File: src/rtl/reaction_round_scheduler.sv
// Reaction-game round sequencer: ms prescaler, LFSR wait/target, windowed judging, score/level/lives.
// Optional: define FAST_HIT_BONUS_EN to award +2 for hits landed in the first quarter of the window.
module reaction_round_scheduler #(
  parameter int unsigned CLK_HZ          = 50000000,
  parameter int unsigned LED_NUM         = 18,
  parameter int unsigned MIN_WAIT_MS     = 500,
  parameter int unsigned BASE_WINDOW_MS  = 1000,
  parameter int unsigned WINDOW_STEP_MS  = 200,
  parameter int unsigned MIN_WINDOW_MS   = 200,
  parameter int unsigned LIVES           = 3,
  parameter int unsigned SCORE_PER_LEVEL = 5
) (
  input  logic                         clk,
  input  logic                         reset_n,
  input  logic                         start,
  input  logic [LED_NUM-1:0]           switches,
  output logic [LED_NUM-1:0]           target_led,
  output logic [$clog2(LED_NUM)-1:0]   target_idx,
  output logic [10:0]                  window_ms,
  output logic                         round_active,
  output logic [6:0]                   score,
  output logic [4:0]                   level,
  output logic [$clog2(LIVES+1)-1:0]   lives_left,
  output logic                         game_over,
  output logic                         ms_tick
);

  localparam int unsigned DIV    = CLK_HZ / 1000;
  localparam int unsigned PRE_W  = (DIV > 1) ? $clog2(DIV) : 1;
  localparam int unsigned IDX_W  = $clog2(LED_NUM);
  localparam int unsigned LIV_W  = $clog2(LIVES + 1);
  localparam int unsigned WAIT_W = 16;
  localparam int unsigned WIN_W  = 11;

  localparam logic [2:0] S_IDLE  = 3'd0;
  localparam logic [2:0] S_WAIT  = 3'd1;
  localparam logic [2:0] S_ARMED = 3'd2;
  localparam logic [2:0] S_HIT   = 3'd3;
  localparam logic [2:0] S_MISS  = 3'd4;
  localparam logic [2:0] S_OVER  = 3'd5;

  logic [2:0]         state, state_nxt;
  logic [PRE_W-1:0]   presc, presc_nxt;
  logic [15:0]        lfsr;
  logic               start_q, start_edge;
  logic [WAIT_W-1:0]  wait_cnt, wait_nxt;
  logic [WIN_W-1:0]   win_cnt, win_nxt;
  logic [LED_NUM-1:0] sw_ref, sw_ref_nxt, delta, led_nxt;
  logic [IDX_W-1:0]   idx_nxt;
  logic [5:0]         idx_raw, idx_sel;
  logic [6:0]         score_q, score_nxt, score_hit, lvl_div;
  logic [7:0]         score_sum;
  logic [4:0]         level_q, level_nxt, level_hit;
  logic [LIV_W-1:0]   lives_q, lives_nxt;
  logic signed [15:0] win_s;
  logic [1:0]         hit_add;

`ifdef FAST_HIT_BONUS_EN
  logic        fast_q, fast_nxt;
  logic [12:0] win_x3;
  assign win_x3  = 13'(window_ms) * 13'd3;
  assign hit_add = fast_q ? 2'd2 : 2'd1;
`else
  assign hit_add = 2'd1;
`endif

  assign start_edge = start & ~start_q;
  assign delta      = switches ^ sw_ref;
  assign presc_nxt  = (presc == PRE_W'(DIV - 1)) ? '0 : presc + PRE_W'(1);
  assign idx_raw    = {1'b0, lfsr[15:11]};
  assign idx_sel    = (idx_raw >= 6'(LED_NUM)) ? idx_raw - 6'(LED_NUM) : idx_raw;
  assign score_sum  = {1'b0, score_q} + 8'(hit_add);
  assign score_hit  = (score_sum > 8'd99) ? 7'd99 : 7'(score_sum);
  assign lvl_div    = score_hit / 7'(SCORE_PER_LEVEL);
  assign level_hit  = (lvl_div > 7'd31) ? 5'd31 : 5'(lvl_div);

  assign score      = score_q;
  assign level      = level_q;
  assign lives_left = lives_q;

  // Window shrinks with level; signed math so large levels clamp instead of wrapping.
  always_comb begin
    win_s = $signed(16'(BASE_WINDOW_MS)) - $signed(16'(WINDOW_STEP_MS) * 16'(level_q));
    if (win_s < $signed(16'(MIN_WINDOW_MS))) window_ms = WIN_W'(MIN_WINDOW_MS);
    else                                     window_ms = WIN_W'(win_s);
  end

  always_comb begin
    state_nxt  = state;
    wait_nxt   = wait_cnt;
    win_nxt    = win_cnt;
    sw_ref_nxt = sw_ref;
    idx_nxt    = target_idx;
    score_nxt  = score_q;
    level_nxt  = level_q;
    lives_nxt  = lives_q;
    led_nxt    = '0;
`ifdef FAST_HIT_BONUS_EN
    fast_nxt   = fast_q;
`endif
    case (state)
      S_IDLE: if (start_edge) begin
        state_nxt = S_WAIT;
        score_nxt = '0;
        level_nxt = '0;
        lives_nxt = LIV_W'(LIVES);
      end
      S_WAIT: if (ms_tick) begin
        if (wait_cnt <= WAIT_W'(1)) state_nxt = S_ARMED;
        else                        wait_nxt  = wait_cnt - WAIT_W'(1);
      end
      // Hit is checked first so a correct toggle on the expiry tick still scores.
      S_ARMED: begin
        if (delta == target_led) begin
          state_nxt = S_HIT;
`ifdef FAST_HIT_BONUS_EN
          fast_nxt  = 13'(win_cnt) > (win_x3 >> 2);
`endif
        end else if (|delta) begin
          state_nxt = S_MISS;
        end else if (ms_tick) begin
          if (win_cnt <= WIN_W'(1)) state_nxt = S_MISS;
          else                      win_nxt   = win_cnt - WIN_W'(1);
        end
      end
      S_HIT: begin
        state_nxt = S_WAIT;
        score_nxt = score_hit;
        level_nxt = level_hit;
      end
      S_MISS: begin
        lives_nxt = (lives_q != '0) ? lives_q - LIV_W'(1) : '0;
        state_nxt = (lives_q <= LIV_W'(1)) ? S_OVER : S_WAIT;
      end
      S_OVER: if (start_edge) state_nxt = S_IDLE;
      default: state_nxt = S_IDLE;
    endcase

    if (state_nxt == S_WAIT && state != S_WAIT) begin
      wait_nxt = WAIT_W'(MIN_WAIT_MS) + WAIT_W'(lfsr[9:0]);
      idx_nxt  = IDX_W'(idx_sel);
    end
    if (state_nxt == S_ARMED && state != S_ARMED) begin
      sw_ref_nxt = switches;
      win_nxt    = window_ms;
    end
    if (state_nxt == S_ARMED) led_nxt = LED_NUM'(1) << idx_nxt;
  end

  always_ff @(posedge clk or negedge reset_n) begin
    if (!reset_n) begin
      state        <= S_IDLE;
      presc        <= '0;
      ms_tick      <= 1'b0;
      lfsr         <= 16'hACE1;
      start_q      <= 1'b0;
      wait_cnt     <= '0;
      win_cnt      <= '0;
      sw_ref       <= '0;
      target_idx   <= '0;
      target_led   <= '0;
      score_q      <= '0;
      level_q      <= '0;
      lives_q      <= LIV_W'(LIVES);
      round_active <= 1'b0;
      game_over    <= 1'b0;
`ifdef FAST_HIT_BONUS_EN
      fast_q       <= 1'b0;
`endif
    end else begin
      state        <= state_nxt;
      presc        <= presc_nxt;
      ms_tick      <= (presc_nxt == PRE_W'(DIV - 1));
      lfsr         <= {lfsr[14:0], lfsr[15] ^ lfsr[13] ^ lfsr[12] ^ lfsr[10]};
      start_q      <= start;
      wait_cnt     <= wait_nxt;
      win_cnt      <= win_nxt;
      sw_ref       <= sw_ref_nxt;
      target_idx   <= idx_nxt;
      target_led   <= led_nxt;
      score_q      <= score_nxt;
      level_q      <= level_nxt;
      lives_q      <= lives_nxt;
      round_active <= (state_nxt == S_WAIT) || (state_nxt == S_ARMED);
      game_over    <= (state_nxt == S_OVER);
`ifdef FAST_HIT_BONUS_EN
      fast_q       <= fast_nxt;
`endif
    end
  end

endmodule

File: config.mk
export PLATFORM = sky130hd
export DESIGN_NAME = reaction_round_scheduler
export DESIGN_NICKNAME = d
export VERILOG_FILES = /design/src/rtl/reaction_round_scheduler.sv
export SDC_FILE = /design/constraint.sdc
export NUM_CORES = 1
export LEC_CHECK = 0
export BUFFER_PORTS_ARGS = -buffer_cell sky130_fd_sc_hd__buf_4
export CAP_MARGIN = 10
export CORE_ASPECT_RATIO = 0.75
export CORE_MARGIN = 8
export CORE_UTILIZATION = 39
export CTS_CLUSTER_DIAMETER = 80
export DETAILED_ROUTE_END_ITERATION = 8
export GPL_TIMING_DRIVEN = 0
export HOLD_SLACK_MARGIN = 0.02
export PLACE_DENSITY = 0.59
export SETUP_SLACK_MARGIN = 0.2
export SLEW_MARGIN = 20
export SYNTH_ARGS = -nofsm -noshare
export SYNTH_HDL_FRONTEND = slang
export SYNTH_SLANG_ARGS = --single-unit
File: constraint.sdc
create_clock -name clk -period 9 [get_ports clk]
set_input_delay 1.8 -clock clk [delete_from_list [all_inputs] [get_ports clk]]
set_output_delay 1.8 -clock clk [all_outputs]
set_load 0.1 [all_outputs]
=== Word level (Yosys, flattened, before mapping) ===
Cells that the tools add are included.

* Add/subtract/negate cells: 8
* $mul: 1
* Divide/modulo/power cells: 1
* Magnitude comparators: 7
* Eq/ne operators: 18
* Shift operators: 1
* Mux-type cells: 34
* Bitwise gates (word level): 6
* Reductions and logical operators: 16

{| class="wikitable"
|+ Operators with widths
! cell !! number
|-
| two-way mux 16 bit || 5
|-
| two-way mux 11 bit || 7
|-
| equality test 16 bit, second input constant || 2
|-
| two-way mux 3 bit || 9
|-
| two-way mux 5 bit || 4
|-
| equality test 18 bit || 1
|-
| two-way mux 18 bit || 1
|-
| case mux 3 bit (6 select lines) || 1
|-
| OR reduction 18 bit || 1
|-
| << shifter 1 x 5 -> 18 bit, first input constant || 1
|-
| bitwise XOR 18 bit || 1
|-
| adder 16 x 1 -> 16 bit, second input constant || 1
|-
| <= comparator 16 x 1 -> 1 bit, second input constant || 1
|-
| subtractor 16 x 1 -> 16 bit, second input constant || 1
|-
| < comparator 14 x 9 -> 1 bit, second input constant || 1
|-
| two-way mux 7 bit || 2
|-
| case mux 7 bit (2 select lines) || 1
|-
| nonzero test 2 bit || 7
|-
| subtractor 10 x 13 -> 14 bit, first input constant || 1
|-
| adder 9 x 10 -> 11 bit, first input constant || 1
|-
| <= comparator 11 x 1 -> 1 bit, second input constant || 1
|-
| subtractor 11 x 1 -> 11 bit, second input constant || 1
|-
| multiplier 5 x 5 -> 10 bit, first input constant || 1
|-
| case mux 5 bit (2 select lines) || 1
|-
| other kinds (26) || 39
|}

* Register bits after elaboration: 121
* Input port bits: 21
* Output and inout bits: 51
* Logic and storage cells: 107

=== Logic depth before layout (Yosys ltp) ===
Gate-level depths: netlist of the first run.

* Word-level depth: 11
* Gate-level depth with buffers: 22
* Mapped depth without buffers: 20

=== Worst setup path before layout of the first run ===
No wires, ideal clock.

* Path kind: flip-flop to output port
* From: register level_q[1] (netlist: level[1])
* To: output port window_ms[8]
* Data arrival time: 4.686 ns
* Data required time: 7.200 ns
* Path slack: 2.514 ns
* Stages on the path, launching flop included: 14
* Buffers on the path: 1
* Path through: dfrtp_1 -> inv_1 -> ha_1 -> inv_1 -> ha_1 -> ha_1 -> a21o_1 -> a21oi_1 -> nor2b_1 -> o31a_1 -> o32ai_1 -> and3_1 -> clkbuf_1 -> nor2b_1

* Cells in the longest elaborated chain, start to end: 4

{| class="wikitable"
|+ Ends and longest elaborated chain
! item !! RTL line !! source
|-
| start, declared || 53 || <nowiki>logic [4:0] level_q, level_nxt, level_hit;</nowiki>
|-
| start signal, assigned || 182 || <nowiki>level_q <= level_nxt;</nowiki>
|-
| multiplier 5 x 5 -> 10 bit (*) || 83 || <nowiki>win_s = $signed(16'(BASE_WINDOW_MS)) - $signed(16'(WINDOW_STEP_MS) * 16'(level_q));</nowiki>
|-
| subtractor 10 x 13 -> 14 bit (*) || 83 ||
|-
| < comparator 14 x 9 -> 1 bit || 84 || <nowiki>if (win_s < $signed(16'(MIN_WINDOW_MS))) window_ms = WIN_W'(MIN_WINDOW_MS);</nowiki>
|-
| two-way mux 11 bit (*) || 84 ||
|-
| end, declared || 19 || <nowiki>output logic [10:0] window_ms,</nowiki>
|}

Mark *: on every way between the ends. The rest lies on a longest branch, timed or not.

=== Final worst setup path of the first run ===
Ends and elaborated chain as after synthesis.

==> results.sh, run 1 <==
export IMPL_post_route_cells_drive_above_1_share_pct=16.9
export IMPL_worst_clock_skew_ns=0.0123
export IMPL_synthArstFlopShare_pct=100
export IMPL_vias=5843
export IMPL_start_util_pct=39.5
export IMPL_port_buffers=68
export IMPL_maxCapViolations=0
export IMPL_syn2layout_area_growth_pct=20.2
export IMPL_final_min_clock_period_ns=5.91
export IMPL_fmax_achieved_mhz=169
export IMPL_switching_power_mw=0.446
export IMPL_std_cell_rows=43
export IMPL_grtUsageTotal_pct=15.6
export IMPL_place_congestion=0.937
export IMPL_source_to_sink_clock_delay_at_the_later_pin_of_the_worst_skew_pair_ns=0.42
export IMPL_power_switching_fraction_pct=28.7
export IMPL_outcome="completed"
export IMPL_worst_slew_slack_as_a_fraction_of_its_limit_pct=36.7
export IMPL_start_kind="flip-flop"
export IMPL_finalNonFillerCells=1135
export IMPL_hold_class="reg -> reg"
export IMPL_grt_setup_unrepaired="no"
export IMPL_wl_per_cell_um=15.4
export IMPL_drc=0
export IMPL_cts_tree="done"
export IMPL_netlist_top_cell_by_area="sky130_fd_sc_hd__dfrtp_1"
export IMPL_core_area_sq_um=18300
export IMPL_detail_routed_via_count_per_cell=5.15
export IMPL_cts_clk_slew_worst_paths_ns=0.05
export IMPL_combined_area_of_all_synthesized_cells_sq_um=7240
export IMPL_cts_num_sinks=121
export IMPL_postRouteWirelength_um=17400
export IMPL_largest_net_degree_at_the_start_of_global_routing=97
export IMPL_dp_final_hpwl_um=13000
export IMPL_grt_antenna_before_repair=0
export IMPL_cts_max_level=4
export IMPL_final_period_utilization_pct=65.7
export IMPL_post_cts_buffers=0
export IMPL_path_class="reg -> out"
export IMPL_synth_top_cells_by_count="sky130_fd_sc_hd__nand2_1 (122), sky130_fd_sc_hd__dfrtp_1 (111), sky130_fd_sc_hd__nor2_1 (86)"
export IMPL_worst_slack_at_placement_ns=3.58
export IMPL_max_slew_worst_pin_slew_ns=0.942
export IMPL_arrival_ns=4.11
export IMPL_hold_buffers=0
export IMPL_dr_pass1_iters=5
export IMPL_antenna_left=0
export IMPL_ys_top_cells_by_area="sky130_fd_sc_hd__dfrtp_1 (38%), sky130_fd_sc_hd__xnor2_1 (7.1%), sky130_fd_sc_hd__nand2_1 (6.3%)"
export IMPL_synth_top_cell_area_share_pct=38.3
export IMPL_worst_slack_ns=3.09
export IMPL_hold_viol=0
export IMPL_antenna_cells=0
export IMPL_fp_dieH_um=134
export IMPL_synth_distinct_cells=84
export IMPL_synth_cells=785
export IMPL_globalRouteOverflowTotal=0
export IMPL_p_leak_nw=3.83
export IMPL_post_synth_cell_area_avg_sq_um=9.23
export IMPL_cts_root_buffer="sky130_fd_sc_hd__clkbuf_16"
export IMPL_register_bit_count_reported_by_yosys=121
export IMPL_fillCellCount=1762
export IMPL_final_setup_viol_count=0
export IMPL_yosys_cell_count_top_type="sky130_fd_sc_hd__nand2_1"
export IMPL_cellInternalPower_mw=1.11
export IMPL_post_cts_resized=0
export IMPL_finish_net_count=928
export IMPL_top_level_ports=72
export IMPL_cts_buffers_inserted=17
export IMPL_number_of_global_route_vias_before_repair=5739
export IMPL_die_w_um=173
export IMPL_die_area_sq_um=23200
export IMPL_combPwrFrac_pct=17.3
export IMPL_fin_setup_tns_ns=0
export IMPL_power_frac_clock_pct=44.7
export IMPL_pwr_share_seq_pct=38.0
export IMPL_synth_yosys_warnings=0
export IMPL_clockBufferDepth=2
export IMPL_kind_of_end_point_of_the_critical_path="primary output"
export IMPL_first_pass_grt_wire_length_um=29700
export IMPL_path_max_fanout=9
export IMPL_vdd_drop_max_mv=0.0919
export IMPL_detail_route_iter0_violations=483
export IMPL_ys_flop_type="sky130_fd_sc_hd__dfrtp_1"
export IMPL_powerDensity_nw_per_um2=178
export IMPL_number_of_enable_flip_flop_cells_after_synthesis=0
export IMPL_crit_required_ns=7.20
export IMPL_synth_seq_area_share_pct=42.0
export IMPL_placed_cells_incl_taps=1103
export IMPL_maxSlewViolCount=0
[cell usage in the layout, fill, tap and decap left out, types with 22 or more instances in the layout]
cell,netlist,routed
sky130_fd_sc_hd__xnor2_1,59,59
sky130_fd_sc_hd__buf_4,7,74
sky130_fd_sc_hd__o21ai_0,37,37
sky130_fd_sc_hd__ha_1,31,31
sky130_fd_sc_hd__nor2_1,86,86
sky130_fd_sc_hd__nand2_1,122,122
sky130_fd_sc_hd__dfrtp_1,111,111
sky130_fd_sc_hd__inv_1,26,26
sky130_fd_sc_hd__nand3_1,23,23
sky130_fd_sc_hd__a21oi_1,27,27
sky130_fd_sc_hd__xor2_1,22,22
[per-layer routing]
layer	GRT usage (%)	part of all wire (%)	up-vias
met5	0	0	-
met4	5.64	2.2	0
met3	4.49	5.3	29
met2	21.9	42	162
met1	22.4	51	2748
li1	-	-	2904
[per-stage QoR]
| step | power (mW) | cell area [sq um] | util, % | hold slack, ns |
|---|---|---|---|---|
| floorplan | 0.792 | 7250 | - | 0.354 |
| global placement | 0.865 | 8070 | 44.0 | 0.360 |
| detailed placement | 0.869 | 8110 | 44.2 | 0.360 |
| CTS | 1.57 | 8710 | 47.5 | 0.373 |
| global route | 1.63 | 8710 | 47.5 | 0.384 |
| finish | 1.55 | 8710 | 47.5 | 0.371 |
[critical path: stages (launching register included)]
cell and delay [ns]:
sky130_fd_sc_hd__dfrtp_1 0.57, sky130_fd_sc_hd__inv_1 0.11, sky130_fd_sc_hd__ha_1 0.32, sky130_fd_sc_hd__inv_1 0.05, sky130_fd_sc_hd__ha_1 0.31, sky130_fd_sc_hd__ha_1 0.30, sky130_fd_sc_hd__a21o_1 0.16, sky130_fd_sc_hd__a21oi_1 0.23
sky130_fd_sc_hd__nor2b_1 0.09, sky130_fd_sc_hd__o31a_1 0.28, sky130_fd_sc_hd__o32ai_1 0.12, sky130_fd_sc_hd__and3_1 0.18, sky130_fd_sc_hd__clkbuf_1 0.31, sky130_fd_sc_hd__nor2b_1 0.31, sky130_fd_sc_hd__buf_4 0.35
[sequential cells by signal, summed over array words and instances (netlist names), 7 cells and up]
register    cells
target_led     18
wait_cnt       16
sw_ref         18
score           7
win_cnt        11
lfsr           16
presc          16
[cell families (layout without fill, tap and decap cells)]
family                   Yosys count  count (layout)  share of synthesized area [%]
flip-flops                       121             121                           42.0
AND/OR/NAND/NOR                  344             344                           22.6
buffers and inverters             58             159                           4.15
other                              1               3                         0.0518
XOR/XNOR                          88              88                           11.9
multiplexers                       5               5                          0.708
AO/OA/AOI/OAI                    136             136                           13.0
adder cells (fa/ha/maj)           32              32                           5.63
[power groups by stage]
stage,sequential [mW],clock [mW],combinational [mW]
2_1_floorplan,0.627,0,0.165
3_3_place_gp,0.599,0,0.266
3_5_place_dp,0.600,0,0.269
4_1_cts,0.590,0.714,0.270
5_1_grt,0.595,0.736,0.295
6_report,0.591,0.694,0.269
[layout make-up]
| cell class | count | area, sq um | area share, % |
|---|---|---|---|
| tap | 247 | 309 | 3.55 |
| sequential | 121 | 3040 | 34.9 |
| multi-input combinational | 608 | 3910 | 44.9 |
| clock buffer | 24 | 482 | 5.53 |
| timing repair buffer | 69 | 546 | 6.27 |
| clock inverter | 8 | 119 | 1.37 |
| buffer | 31 | 199 | 2.29 |
| inverter | 27 | 101 | 1.16 |
[path summary, 6_finish.rpt]
| check | from | end | slack, ns | cells past startpoint |
|---|---|---|---|---|
| max reg2reg | score[0]$_DFFE_PN0P_ | level[0]$_DFFE_PN0P_ | 4.07 | 20 |
| min in group asynchronous | reset_n | sw_ref[5]$_DFFE_PN0P_ | 1.22 | 1 |
| max in group asynchronous | reset_n | lives_left[1]$_DFFE_PN1P_ | 7.03 | 2 |
| min | lfsr[1]$_DFF_PN0_ | lfsr[2]$_DFF_PN0_ | 0.37 | 0 |
| max | level[1]$_DFFE_PN0P_ | window_ms[8] | 3.09 | 14 |
| min reg2reg | lfsr[1]$_DFF_PN0_ | lfsr[2]$_DFF_PN0_ | 0.37 | 0 |
(Power assumes the default switching activity.)
==> run 2: changes to the inputs <==
--- a/config.mk
+++ b/config.mk
@@ -14,7 +14,7 @@
 export DETAILED_ROUTE_END_ITERATION = 8
 export GPL_TIMING_DRIVEN = 0
 export HOLD_SLACK_MARGIN = 0.02
-export PLACE_DENSITY = 0.59
+export PLACE_DENSITY = 0.61
 export SETUP_SLACK_MARGIN = 0.2
 export SLEW_MARGIN = 20
 export SYNTH_ARGS = -nofsm -noshare
==> constraint.sdc (replaced) <==
create_clock -name clk -period 5.29 [get_ports clk]
set_input_delay 1.058 -clock clk [delete_from_list [all_inputs] [get_ports clk]]
set_output_delay 1.058 -clock clk [all_outputs]
set_load 0.1 [all_outputs]
==> run 2 against run 1 <==
- utilization grew 0.11 points
- register-to-register slack lost 3.5 ns
- sequential power grew 71%
- total power grew 68%
- clock-buffer cell count shrank 4
- flip-flop and latch count is the same
- wire length shrank 1.4%
- first-iteration DRC count shrank 26%
- die area is the same
- sequential share of layout area is essentially flat
- critical path depth shrank 1
- final cell count is essentially flat
==> results.sh, run 2 (synthesis gave the netlist of run 1 again) <==
export IMPL_fin_total_pwr_mw=2.60
export IMPL_fillCellCount=1761
export IMPL_cts_tree="done"
export IMPL_worst_slew_slack_as_a_fraction_of_its_limit_pct=38.3
export IMPL_powerDensity_nw_per_um2=298
export IMPL_start_kind="flip-flop"
export IMPL_most_common_cell_after_layout_fill_and_taps_aside="sky130_fd_sc_hd__nand2_1"
export IMPL_fmax_achieved_mhz=208
export IMPL_detail_route_iter0_violations=357
export IMPL_grtUsageTotal_pct=15.2
export IMPL_fin_hold_ws_ns=0.374
export IMPL_vias=5808
export IMPL_cts_root_buffer="sky130_fd_sc_hd__clkbuf_16"
export IMPL_cts_max_level=4
export IMPL_port_buffers=68
export IMPL_grt_setup_unrepaired="no"
export IMPL_layout_common_cells="sky130_fd_sc_hd__nand2_1 (122), sky130_fd_sc_hd__dfrtp_1 (108), sky130_fd_sc_hd__nor2_1 (85)"
export IMPL_top_level_ports=72
export IMPL_start_util_pct=39.5
export IMPL_p_leak_nw=3.82
export IMPL_outcome="completed"
export IMPL_max_slew_worst_pin_slew_ns=0.918
export IMPL_die_area_sq_um=23200
export IMPL_worst_slack_ns=0.472
export IMPL_core_area_sq_um=18300
export IMPL_cts_num_sinks=121
export IMPL_fp_dieH_um=134
export IMPL_worst_clock_skew_ns=0.0112
export IMPL_first_pass_grt_wire_length_um=28800
export IMPL_maxCapViolations=0
export IMPL_vdd_drop_max_mv=0.203
export IMPL_antenna_left=0
export IMPL_kind_of_end_point_of_the_critical_path="primary output"
export IMPL_gr_usage_met2_pct=21.1
export IMPL_postRouteWirelength_um=17200
export IMPL_hold_viol=0
export IMPL_die_w_um=173
export IMPL_dp_final_hpwl_um=12800
export IMPL_final_instance_area_sq_um=8730
export IMPL_final_setup_viol_count=0
export IMPL_grt_use_met3_pct=4.38
export IMPL_syn2layout_area_growth_pct=20.5
export IMPL_path_class="reg -> out"
export IMPL_final_period_utilization_pct=91.1
export IMPL_arrival_ns=3.76
export IMPL_post_route_cells_drive_above_1_share_pct=18.6
export IMPL_crit_required_ns=4.23
export IMPL_place_congestion=0.879
export IMPL_fin_setup_tns_ns=0
export IMPL_std_cell_rows=43
export IMPL_cts_clk_slew_worst_paths_ns=0.06
export IMPL_grt_met1_usage_pct=22.2
export IMPL_top_regs="sw_ref x18, target_led x18"
export IMPL_antenna_cells=0
export IMPL_source_to_sink_clock_delay_at_the_later_pin_of_the_worst_skew_pair_ns=0.43
export IMPL_grt_antenna_before_repair=1
export IMPL_worst_slack_at_placement_ns=0.372
export IMPL_finish_net_count=929
export IMPL_cts_buffers_inserted=17
export IMPL_dpl_cell_area_sq_um=8110
export IMPL_final_min_clock_period_ns=4.82
export IMPL_multiInputGateArea_sq_um=3940
export IMPL_finish_utilization_pct=47.6
export IMPL_dr_pass1_iters=5
export IMPL_final_seq_area_sq_um=3040
export IMPL_detail_routed_via_count_per_cell=5.11
export IMPL_hold_buffers=0
export IMPL_finalNonFillerCells=1136
export IMPL_wl_per_cell_um=15.1
export IMPL_hold_class="reg -> reg"
export IMPL_largest_net_degree_at_the_start_of_global_routing=66
export IMPL_top_usage_layer="met1"
export IMPL_placed_cells_incl_taps=1103
export IMPL_path_max_fanout=9
export IMPL_globalRouteOverflowTotal=0
export IMPL_maxSlewViolCount=0
export IMPL_drc=0
export IMPL_clockBufferDepth=2
export IMPL_number_of_global_route_vias_before_repair=5529
## run 2: changes by cell type in the layout (fill, tap and decap cells not counted), sizes merged
cell and change:
buf +1, clkinvlp +3, bufinv -1, clkinv +2, clkbuf -4
## run 2: routing by layer
| metal | vias to the layer above | part of all wire [%] |
|---|---|---|
| met5 | - | 0.076 |
| met3 | 22 | 5.0 |
| met1 | 2742 | 52 |
| li1 | 2910 | - |
| met2 | 132 | 42 |
| met4 | 2 | 1.2 |
## run 2: layout make-up
cell class,instances,area share (%)
plain buffers,31,2.29
multi-input cells,608,45.1
well taps,247,3.54
inverters,27,1.16
flip-flops and latches,121,34.9
clock buffers,20,5.23
repair buffers,70,6.34
clock inverters,12,1.43
## run 2: worst max-delay path, stage by stage, from the launching register on
cell                        delay [ns]
sky130_fd_sc_hd__dfrtp_2          0.48
sky130_fd_sc_hd__ha_1             0.32
sky130_fd_sc_hd__ha_1             0.28
sky130_fd_sc_hd__ha_1             0.21
sky130_fd_sc_hd__inv_1            0.08
sky130_fd_sc_hd__fa_1             0.48
sky130_fd_sc_hd__nor2b_2          0.19
sky130_fd_sc_hd__nand2b_1         0.08
sky130_fd_sc_hd__xnor2_1          0.21
sky130_fd_sc_hd__o2111ai_1        0.18
sky130_fd_sc_hd__and3_1           0.20
sky130_fd_sc_hd__clkbuf_2         0.16
sky130_fd_sc_hd__and2_2           0.23
sky130_fd_sc_hd__buf_4            0.23
## run 2: worst paths after layout
| kind | end | start | depth (start not counted) | slack (ns) |
|---|---|---|---|---|
| worst max-delay path | window_ms[5] | level[1]$_DFFE_PN0P_ | 13 | 0.47 |
| worst min-delay path | lfsr[11]$_DFF_PN1_ | lfsr[10]$_DFF_PN1_ | 0 | 0.37 |
| worst max register to register | level[0]$_DFFE_PN0P_ | score[0]$_DFFE_PN0P_ | 21 | 0.56 |
| worst min register to register | lfsr[11]$_DFF_PN1_ | lfsr[10]$_DFF_PN1_ | 0 | 0.37 |
| max in group asynchronous | lives_left[0]$_DFFE_PN1P_ | reset_n | 2 | 3.91 |
| min in group asynchronous | sw_ref[5]$_DFFE_PN0P_ | reset_n | 1 | 0.62 |
## run 2: report_power, final
group	total (mW)	internal, mW	switching (mW)
combinational	0.460	0.147	0.313
sequential	1.01	0.965	0.0417
clock	1.14	0.713	0.424
## run 2: timing repair
action | 4_1_cts | 5_1_grt
buffers inserted | 0 | 1
pin swaps | 0 | 1
gates resized for setup | 1 | 9
setup endpoints to repair | 1 | 9
